--- config.mk ---
export PLATFORM = sky130hd
export DESIGN_NAME = vga_timing_gen
export DESIGN_NICKNAME = d
export VERILOG_FILES = /design/src/rtl/vga_timing_gen.sv
export SDC_FILE = /design/constraint.sdc
export NUM_CORES = 1
export LEC_CHECK = 0
export CORE_ASPECT_RATIO = 0.5
export CORE_MARGIN = 2
export CORE_UTILIZATION = 41
export CTS_BUF_LIST = sky130_fd_sc_hd__clkbuf_4 sky130_fd_sc_hd__clkbuf_8
export DETAILED_ROUTE_END_ITERATION = 6
export PLACE_DENSITY = 0.6
export SYNTH_ARGS = -nofsm -noshare
export SYNTH_HDL_FRONTEND = slang
export SYNTH_SLANG_ARGS = --single-unit
--- constraint.sdc ---
create_clock -name clk -period 3.6 [get_ports clk]
set_clock_uncertainty 0.05 [all_clocks]
set_input_delay 0.36 -clock clk [delete_from_list [all_inputs] [get_ports clk]]
set_output_delay 0.36 -clock clk [all_outputs]
set_load 0.02 [all_outputs]
--- src/rtl/vga_timing_gen.sv ---
// VGA raster timing generator: one div/h/v counter chain drives sync, display enable,
// replicated pixel coordinates and line/frame strobes, all registered from next-state decode.
module vga_timing_gen #(
   parameter int CLK_DIV       = 2,
   parameter int H_SYNC        = 96,
   parameter int H_BP          = 48,
   parameter int H_ACT         = 640,
   parameter int H_FP          = 16,
   parameter int V_SYNC        = 2,
   parameter int V_BP          = 33,
   parameter int V_ACT         = 480,
   parameter int V_FP          = 10,
   parameter int H_SCALE       = 5,
   parameter int V_SCALE       = 5,
   parameter int HP_W          = 7,
   parameter int VP_W          = 7,
   parameter int HSYNC_POL     = 0,
   parameter int VSYNC_POL     = 0,
   parameter int STOP_AT_FRAME = 1
) (
   input  logic            clk,
   input  logic            reset,
   input  logic            enable,
   output logic            hsync,
   output logic            vsync,
   output logic            display_en,
   output logic [HP_W-1:0] hpixel,
   output logic [VP_W-1:0] vpixel,
   output logic            line_start,
   output logic            frame_start
);

   localparam int H_TOTAL = H_SYNC + H_BP + H_ACT + H_FP;
   localparam int V_TOTAL = V_SYNC + V_BP + V_ACT + V_FP;
   localparam int DIV_W   = (CLK_DIV > 1) ? $clog2(CLK_DIV) : 1;
   localparam int H_W     = $clog2(H_TOTAL + 1);
   localparam int V_W     = $clog2(V_TOTAL + 1);
   localparam int HS_W    = (H_SCALE > 1) ? $clog2(H_SCALE) : 1;
   localparam int VS_W    = (V_SCALE > 1) ? $clog2(V_SCALE) : 1;

   localparam logic [DIV_W-1:0] DIV_LAST  = DIV_W'(CLK_DIV - 1);
   localparam logic [H_W-1:0]   H_LAST    = H_W'(H_TOTAL - 1);
   localparam logic [H_W-1:0]   H_SYN_END = H_W'(H_SYNC);
   localparam logic [H_W-1:0]   H_ACT_BEG = H_W'(H_SYNC + H_BP);
   localparam logic [H_W-1:0]   H_ACT_END = H_W'(H_SYNC + H_BP + H_ACT);
   localparam logic [V_W-1:0]   V_LAST    = V_W'(V_TOTAL - 1);
   localparam logic [V_W-1:0]   V_SYN_END = V_W'(V_SYNC);
   localparam logic [V_W-1:0]   V_ACT_BEG = V_W'(V_SYNC + V_BP);
   localparam logic [V_W-1:0]   V_ACT_END = V_W'(V_SYNC + V_BP + V_ACT);
   localparam logic [HS_W-1:0]  HS_LAST   = HS_W'(H_SCALE - 1);
   localparam logic [VS_W-1:0]  VS_LAST   = VS_W'(V_SCALE - 1);
   localparam logic             HS_ON     = (HSYNC_POL != 0);
   localparam logic             VS_ON     = (VSYNC_POL != 0);

   localparam logic [1:0] ST_IDLE  = 2'd0;
   localparam logic [1:0] ST_RUN   = 2'd1;
   localparam logic [1:0] ST_DRAIN = 2'd2;

   generate
      if (CLK_DIV < 1) begin : g_bad_div
         $error("vga_timing_gen: CLK_DIV must be at least 1");
      end
      if ((H_ACT % H_SCALE) != 0 || (V_ACT % V_SCALE) != 0) begin : g_bad_scale
         $error("vga_timing_gen: active lengths must be multiples of the scale factors");
      end
      if ((H_ACT / H_SCALE) > (1 << HP_W) || (V_ACT / V_SCALE) > (1 << VP_W)) begin : g_bad_pw
         $error("vga_timing_gen: HP_W/VP_W too narrow for the scaled coordinates");
      end
   endgenerate

   logic [1:0]       state_q, state_d;
   logic [DIV_W-1:0] div_q, div_d;
   logic [H_W-1:0]   h_q, h_d;
   logic [V_W-1:0]   v_q, v_d;
   logic [HS_W-1:0]  hs_q, hs_d;
   logic [VS_W-1:0]  vs_q, vs_d;
   logic [HP_W-1:0]  hpix_q, hpix_d;
   logic [VP_W-1:0]  vpix_q, vpix_d;

   logic             hsync_q, hsync_d;
   logic             vsync_q, vsync_d;
   logic             de_q, de_d;
   logic [HP_W-1:0]  hpixel_q, hpixel_d;
   logic [VP_W-1:0]  vpixel_q, vpixel_d;
   logic             line_start_q, line_start_d;
   logic             frame_start_q, frame_start_d;

   logic             tick, line_end, frame_end, advance;
   logic             run_d, h_act_d, v_act_d;

   always_comb begin
      tick      = (div_q == DIV_LAST);
      line_end  = tick && (h_q == H_LAST);
      frame_end = line_end && (v_q == V_LAST);
      state_d   = state_q;
      case (state_q)
         ST_IDLE: begin
            if (enable) state_d = ST_RUN;
         end
         ST_RUN: begin
            if (!enable) begin
               if (STOP_AT_FRAME == 0 || frame_end) state_d = ST_IDLE;
               else                                 state_d = ST_DRAIN;
            end
         end
         ST_DRAIN: begin
            if (enable)         state_d = ST_RUN;
            else if (frame_end) state_d = ST_IDLE;
         end
         default: state_d = ST_IDLE;
      endcase
   end

   // Counters hold at zero in IDLE, so the first RUN clk is exactly (0,0).
   always_comb begin
      advance = (state_q != ST_IDLE) && (state_d != ST_IDLE);
      div_d   = '0;
      h_d     = '0;
      v_d     = '0;
      hs_d    = '0;
      vs_d    = '0;
      hpix_d  = '0;
      vpix_d  = '0;
      if (advance) begin
         div_d  = tick ? '0 : div_q + DIV_W'(1);
         h_d    = h_q;
         v_d    = v_q;
         hs_d   = hs_q;
         vs_d   = vs_q;
         hpix_d = hpix_q;
         vpix_d = vpix_q;
         if (tick) begin
            h_d = line_end ? '0 : h_q + H_W'(1);
            if (h_d > H_ACT_BEG && h_d < H_ACT_END) begin
               if (hs_q == HS_LAST) begin
                  hs_d   = '0;
                  hpix_d = hpix_q + HP_W'(1);
               end else begin
                  hs_d = hs_q + HS_W'(1);
               end
            end else begin
               hs_d   = '0;
               hpix_d = '0;
            end
         end
         if (line_end) begin
            v_d = frame_end ? '0 : v_q + V_W'(1);
            if (v_d > V_ACT_BEG && v_d < V_ACT_END) begin
               if (vs_q == VS_LAST) begin
                  vs_d   = '0;
                  vpix_d = vpix_q + VP_W'(1);
               end else begin
                  vs_d = vs_q + VS_W'(1);
               end
            end else begin
               vs_d   = '0;
               vpix_d = '0;
            end
         end
      end
   end

   always_comb begin
      run_d         = (state_d != ST_IDLE);
      h_act_d       = (h_d >= H_ACT_BEG) && (h_d < H_ACT_END);
      v_act_d       = (v_d >= V_ACT_BEG) && (v_d < V_ACT_END);
      hsync_d       = (run_d && h_d < H_SYN_END) ? HS_ON : ~HS_ON;
      vsync_d       = (run_d && v_d < V_SYN_END) ? VS_ON : ~VS_ON;
      de_d          = run_d && h_act_d && v_act_d;
      hpixel_d      = de_d ? hpix_d : '0;
      vpixel_d      = de_d ? vpix_d : '0;
      line_start_d  = run_d && (div_d == '0) && (h_d == '0);
      frame_start_d = line_start_d && (v_d == '0);
   end

   always_ff @(posedge clk or posedge reset) begin
      if (reset) begin
         state_q       <= ST_IDLE;
         div_q         <= '0;
         h_q           <= '0;
         v_q           <= '0;
         hs_q          <= '0;
         vs_q          <= '0;
         hpix_q        <= '0;
         vpix_q        <= '0;
         hsync_q       <= ~HS_ON;
         vsync_q       <= ~VS_ON;
         de_q          <= 1'b0;
         hpixel_q      <= '0;
         vpixel_q      <= '0;
         line_start_q  <= 1'b0;
         frame_start_q <= 1'b0;
      end else begin
         state_q       <= state_d;
         div_q         <= div_d;
         h_q           <= h_d;
         v_q           <= v_d;
         hs_q          <= hs_d;
         vs_q          <= vs_d;
         hpix_q        <= hpix_d;
         vpix_q        <= vpix_d;
         hsync_q       <= hsync_d;
         vsync_q       <= vsync_d;
         de_q          <= de_d;
         hpixel_q      <= hpixel_d;
         vpixel_q      <= vpixel_d;
         line_start_q  <= line_start_d;
         frame_start_q <= frame_start_d;
      end
   end

   assign hsync       = hsync_q;
   assign vsync       = vsync_q;
   assign display_en  = de_q;
   assign hpixel      = hpixel_q;
   assign vpixel      = vpixel_q;
   assign line_start  = line_start_q;
   assign frame_start = frame_start_q;

endmodule

# == Word-level counts from Yosys, hierarchy flattened ==
# Index checks and enable logic that the tools add are counted.
# classes
addsub,7
n_reduce_logical,19
order_cmp,10
eq_ne,8
bitwise,1
mux,34
# ops
op,n
$mux 7,10
$mux 10,6
$lt 10x10->1 const B,4
$mux 3,8
$add 10x1->10 const B,2
$eq 10x10->1 const B,2
$logic_not 10->1,2
$add 7x1->7 const B,2
$logic_and 1x1->1,14
$ge 10x6->1 const B,1
$ge 10x8->1 const B,1
$gt 10x6->1 const B,1
$gt 10x8->1 const B,1
$lt 10x2->1 const B,1
$lt 10x7->1 const B,1
$mux 2,5
$add 3x1->3 const B,2
$eq 3x3->1 const B,2
$pmux 2 s3,1
$mux 1,4
$ne 2x2->1 const B,2
$reduce_bool 2->1,2
$eq 2x1->1 const B,1
$eq 2x2->1 const B,1
other kinds (3),3
# word_totals
wordCells,94
ff_bits,62
out_inout_bits,19

# == Longest topological paths before layout ==
# depth
depth_word,14
ltp_mapped,13
ltp_nobuf,10

# == Least setup slack after synthesis ==
# OpenSTA, ideal clock, no wires.
# synth_path
path_type,register to register
from,reg h_q[0]
to,reg vpixel_q[0] (netlist: vpixel[0])
setup_time_ns,0.080
synth_period_minus_slack_ns,2.663
arrival_time_ns,2.533
path_stages_with_launch,13
slack_ns,0.937
cell_sequence,dfrtp_1 > ha_1 > buf_2 > and4_4 > buf_6 > and3_4 > buf_4 > a31o_1 > or3_1 > o41ai_2 > o21ai_2 > buf_6 > nor3_2
# synth_via
word_cells_on_any_way,32
classes_between,1 x add/sub; 6 x order compare; 1 x eq/ne; 15 x mux; 9 x reduce/logical
# synth_lines
element,line_no,source
from (decl),73,"logic [H_W-1:0] h_q, h_d;"
from (signal assigned),180,h_q <= '0;
from (signal assigned),196,h_q <= h_d;
$eq 10x10->1 (*),93,line_end = tick && (h_q == H_LAST);
$logic_and 1x1->1 (*),93,
$logic_and 1x1->1,94,frame_end = line_end && (v_q == V_LAST);
$mux 2 (on tied branches),"108, 102",
$mux 2 (on tied branches),"107, 101",
$pmux 2 s3,96,case (state_q)
$reduce_bool 2->1,116,advance = (state_q != ST_IDLE) && (state_d != ST_IDLE);
$logic_and 1x1->1,116,
$mux 10 (*),124,if (advance) begin
net v_d[6],74,"logic [V_W-1:0] v_q, v_d;"
$ge 10x6->1 / $lt 10x10->1 (equally long branches),166,v_act_d = (v_d >= V_ACT_BEG) && (v_d < V_ACT_END);
$logic_and 1x1->1 (*),166,
$logic_and 1x1->1 (*),169,de_d = run_d && h_act_d && v_act_d;
$mux 7 (*),171,vpixel_d = de_d ? vpix_d : '0;
net vpixel_d[0],84,"logic [VP_W-1:0] vpixel_q, vpixel_d;"
to (signal assigned),206,vpixel_q <= vpixel_d;
to (decl),84,
# The timed path passes the listed nets; every way through them passes the cells marked *.
# A chain may end at the register's enable or synchronous reset.

# == Worst setup path after layout ==
# layout_path
from,reg h_q[1]
to,reg hpixel_q[6] (netlist: hpixel[6])
# layout_via
elab_chain_cells,14
word_cells_on_any_way,32
classes_between,1 x add/sub; 6 x order compare; 1 x eq/ne; 15 x mux; 9 x reduce/logical
# layout_lines
element,line_no,source
$eq 10x10->1,93,
$logic_and 1x1->1,93,
$logic_and 1x1->1,94,
$mux 2 (on tied branches),"108, 102",
$mux 2 (on tied branches),"107, 101",
$pmux 2 s3,96,
$reduce_bool 2->1,"116, 164",
$logic_and 1x1->1,116,
$mux 10,124,
$ge 10x8->1 / $lt 10x10->1 (equally long branches),165,h_act_d = (h_d >= H_ACT_BEG) && (h_d < H_ACT_END);
$logic_and 1x1->1,165,
$logic_and 1x1->1 (2 in series),169,
$mux 7 (*),170,hpixel_d = de_d ? hpix_d : '0;
net hpixel_d[6],83,"logic [HP_W-1:0] hpixel_q, hpixel_d;"
to (signal assigned),205,hpixel_q <= hpixel_d;
to (decl),83,
# Marks and branches as above.

==> impl_metrics.csv <==
group,metric,value,unit
layout,area_delta_synth_final,11.6,%
die,rows,24,
global_routing,grt_remaining_overflow,0,
placement,hpwl,5430,um
power_and_ir_drop,peakVddDrop,162,uV
detailed_routing,ant_nets,0,
worst_setup_path,worstPathRequired,3810,ps
logic_synthesis,synth-seq-cells,62,
sta,rsz0062_at_grt,"no",
worst_setup_path,crit_chain,"ha_1, and4_4, nand3_4, or4_4, o211ai_2, o21bai_1, a311oi_1, o21ai_2, buf_4, nor3_1",
worst_setup_path,cp.arrival,3370,ps
die,die_width,137,um
worst_setup_path,worstReg2RegStart,"h_q[1]",
die,start_util,41.9,%
clock_tree,h-tree-depth,3,
logic_synthesis,seq_area_frac_synth,42.9,%
logic_synthesis,synth_compound_area_share,15.1,%
placement,place_congestion,0.792,
die,pin_count,22,
clock_tree,clockBufferDepth,2,
sta,maxSlewHeadroom,43.5,%
worst_setup_path,timing.rr.end,"hpixel[6]",
layout,mostFrequentLayoutCell,"dfrtp_1",
logic_synthesis,synth_fp_nets,398,
logic_synthesis,synth_xor_area_share,6.29,%
layout,regArea,1550,um2
detailed_routing,drc,0,
power_and_ir_drop,power_density,371,nW/um2
die,coreArea,8650,um2
logic_synthesis,yosys.area_share.simple,26.6,%
logic_synthesis,synth_adder_area_share,3.11,%
logic_synthesis,synth_ff_type,"dfrtp_1",
detailed_routing,vias_per_cell,5.56,
global_routing,grt_max_degree,33,
global_routing,grt_pass1_wl,13300,um
clock_tree,cts_buffers,9,
logic_synthesis,syn_area,3620,um2
worst_setup_path,cp.depth,10,
logic_synthesis,synth_top_family_by_area,"simple AND/OR/NAND/NOR gates",
worst_setup_path,cp_max_fo,22,
clock_tree,clk-insertion-delay-late,340,ps
global_routing,track_usage,17.4,%
sta,finalSetupTns,0,ps
sta,max_freq,316,MHz
run_status,status,"complete, no violations",
logic_synthesis,synthCells,386,
worst_setup_path,worst-path-buf-inv,1,
layout,insertedDiodeCount,0,
worst_setup_path,endpoint_kind,"flop",
clock_tree,cts_setup_buffers,0,
detailed_routing,drtIter0Drc,212,
logic_synthesis,postSynth.asyncResetShare,100,%
worst_setup_path,cp_top_family,"simple AND/OR/NAND/NOR gates",
logic_synthesis,ys_warn_count,0,
hold_path,hp-class,"in2async",
worst_setup_path,max_stage_delay,600,ps
detailed_routing,firstDrtPassIters,4,
global_routing,antenna_found_initial,0,
worst_setup_path,critPathKind,"reg2reg",
logic_synthesis,muxShareOfSynthArea,0.898,%
power_and_ir_drop,p_leak,1.64,nW
job,cap_viol_max_count,0,
worst_setup_path,r2r_slack,440,ps
clock_tree,path_clk_slew,70,ps
clock_tree,numClockSinks,62,
clock_tree,cts_hold_buf,0,
layout,layout_common_cells,"dfrtp_1 (60), nor2_1 (42), nand2_1 (37), a21oi_1 (22), clkdlybuf4s50_1 (21)",
die,die_area,9650,um2
logic_synthesis,syn_area_per_cell,9.38,um2
layout,fill_cells,824,
worst_setup_path,cp_slowest_cell,"or4_4",
detailed_routing,wl,7720,um
worst_setup_path,reg2reg_depth,10,
placement,portBuffers,21,
sta,tightest_slew,842,ps
clock_tree,cts_tree,"built",
layout,multi_input_area,1880,um2
die,fp.dieH,70.5,um
clock_tree,cts_resized,0,
detailed_routing,wire_per_inst,14.9,um
layout,final_util,46.7,%
sta,slew_violations,0,
sta,period_share,87.8,%
sta,finalSetupViolations,0,
layout,drive_above_1_share,13.2,%
worst_setup_path,crit_path_start_kind,"flop",
detailed_routing,via_count,2888,
clock_tree,cts-root-buf,"clkbuf_8",
sta,hold_viol,0,
layout,fin_nets,411,
logic_synthesis,synth_edf_count,0,
sta,post-route-min-period,3160,ps
logic_synthesis,post_synth_num_cell_types,70,
global_routing,grt_pass1_vias,2784,
## registers in the layout, summed over array words and instances (netlist names)
signal	flops
state_q	2
vpixel	7
frame_start	1
vsync	1
v_q	10
hpixel	7
h_q	10
div_q	1
vs_q	3
hpix_q	7
hsync	1
vpix_q	7
display_en	1
line_start	1
hs_q	3
## worst max path at each step
stage,slack [ps],endpoint,from
floorplan,940,vpixel[0],h_q[0]
global placement,590,vpixel[6],h_q[0]
detailed placement,480,hpixel[6],h_q[1]
CTS,480,hpixel[6],h_q[1]
global route,220,vpixel[6],h_q[0]
finish,440,hpixel[6],h_q[1]
## logic make-up (layout without fill, tap and decap cells)
group           count (synthesis)  after routing
fa+ha+maj                       9              9
flops                          62             62
compound gates                 78             78
buf+inv                        37             53
xor+xnor                       26             26
simple gates                  171            171
mux                             3              3
## synthesized netlist by cell type (3+ instances only)
cell	count	area, um2
nand2_1	37	139
ha_1	9	113
nand4_1	12	75.1
dfrtp_1	60	1500
nand3b_1	5	37.5
clkbuf_1	6	22.5
nor2_1	42	158
nor3_1	12	60.1
a31oi_1	4	25.0
buf_1	3	11.3
nand3_1	15	75.1
and3_1	9	56.3
xor2_1	19	166
nor3_2	9	90.1
buf_2	10	50.1
o21ai_0	13	65.1
inv_1	11	41.3
buf_6	4	45.0
o211ai_1	3	22.5
xnor2_1	7	61.3
a211oi_1	4	30.0
nand2b_1	3	18.8
a21oi_1	22	110
## through the flow
stage	cells	worst slack (ps)	power [W]	hold slack (ps)	area, um2
floorplan	386	937	0.000914	377	3620
global placement	505	590	0.000988	460	3880
detailed placement	505	481	0.000992	477	3880
CTS	519	481	0.00152	399	4040
global route	519	220	0.00158	419	4040
finish	519	438	0.00150	381	4040
## report_power, final
group	switching [W]	internal, W	total, W
Clock	0.000263	0.000258	0.000520
Sequential	0.0000161	0.000720	0.000737
Combinational	0.000162	0.0000815	0.000243
Total	0.000441	0.00106	0.00150
## worst reg2reg max path: stages (launching register included)
cell and delay (ps):
dfrtp_1 440, ha_1 340, and4_4 320, nand3_4 240
or4_4 610, o211ai_2 110, o21bai_1 90, a311oi_1 360
o21ai_2 110, buf_4 210, nor3_1 190
## cell type report
cell class	count	share of cell area, %
clock buffer	10	3.40
clock inverter	4	0.619
timing repair buffer	26	6.13
sequential	62	38.4
tap	117	3.62
multi-input combinational	287	46.6
inverter	13	1.21
## routing by layer
metal / GRT usage [%] / vias to the layer above / routed length, um
li1: - / 1401 / -
met1: 24.8 / 1416 / 3980
met2: 25.7 / 64 / 3330
met3: 4.43 / 7 / 345
met4: 6.07 / 0 / 57
met5: 0 / - / 0
No activity file was read; power rests on OpenSTA's default activity.
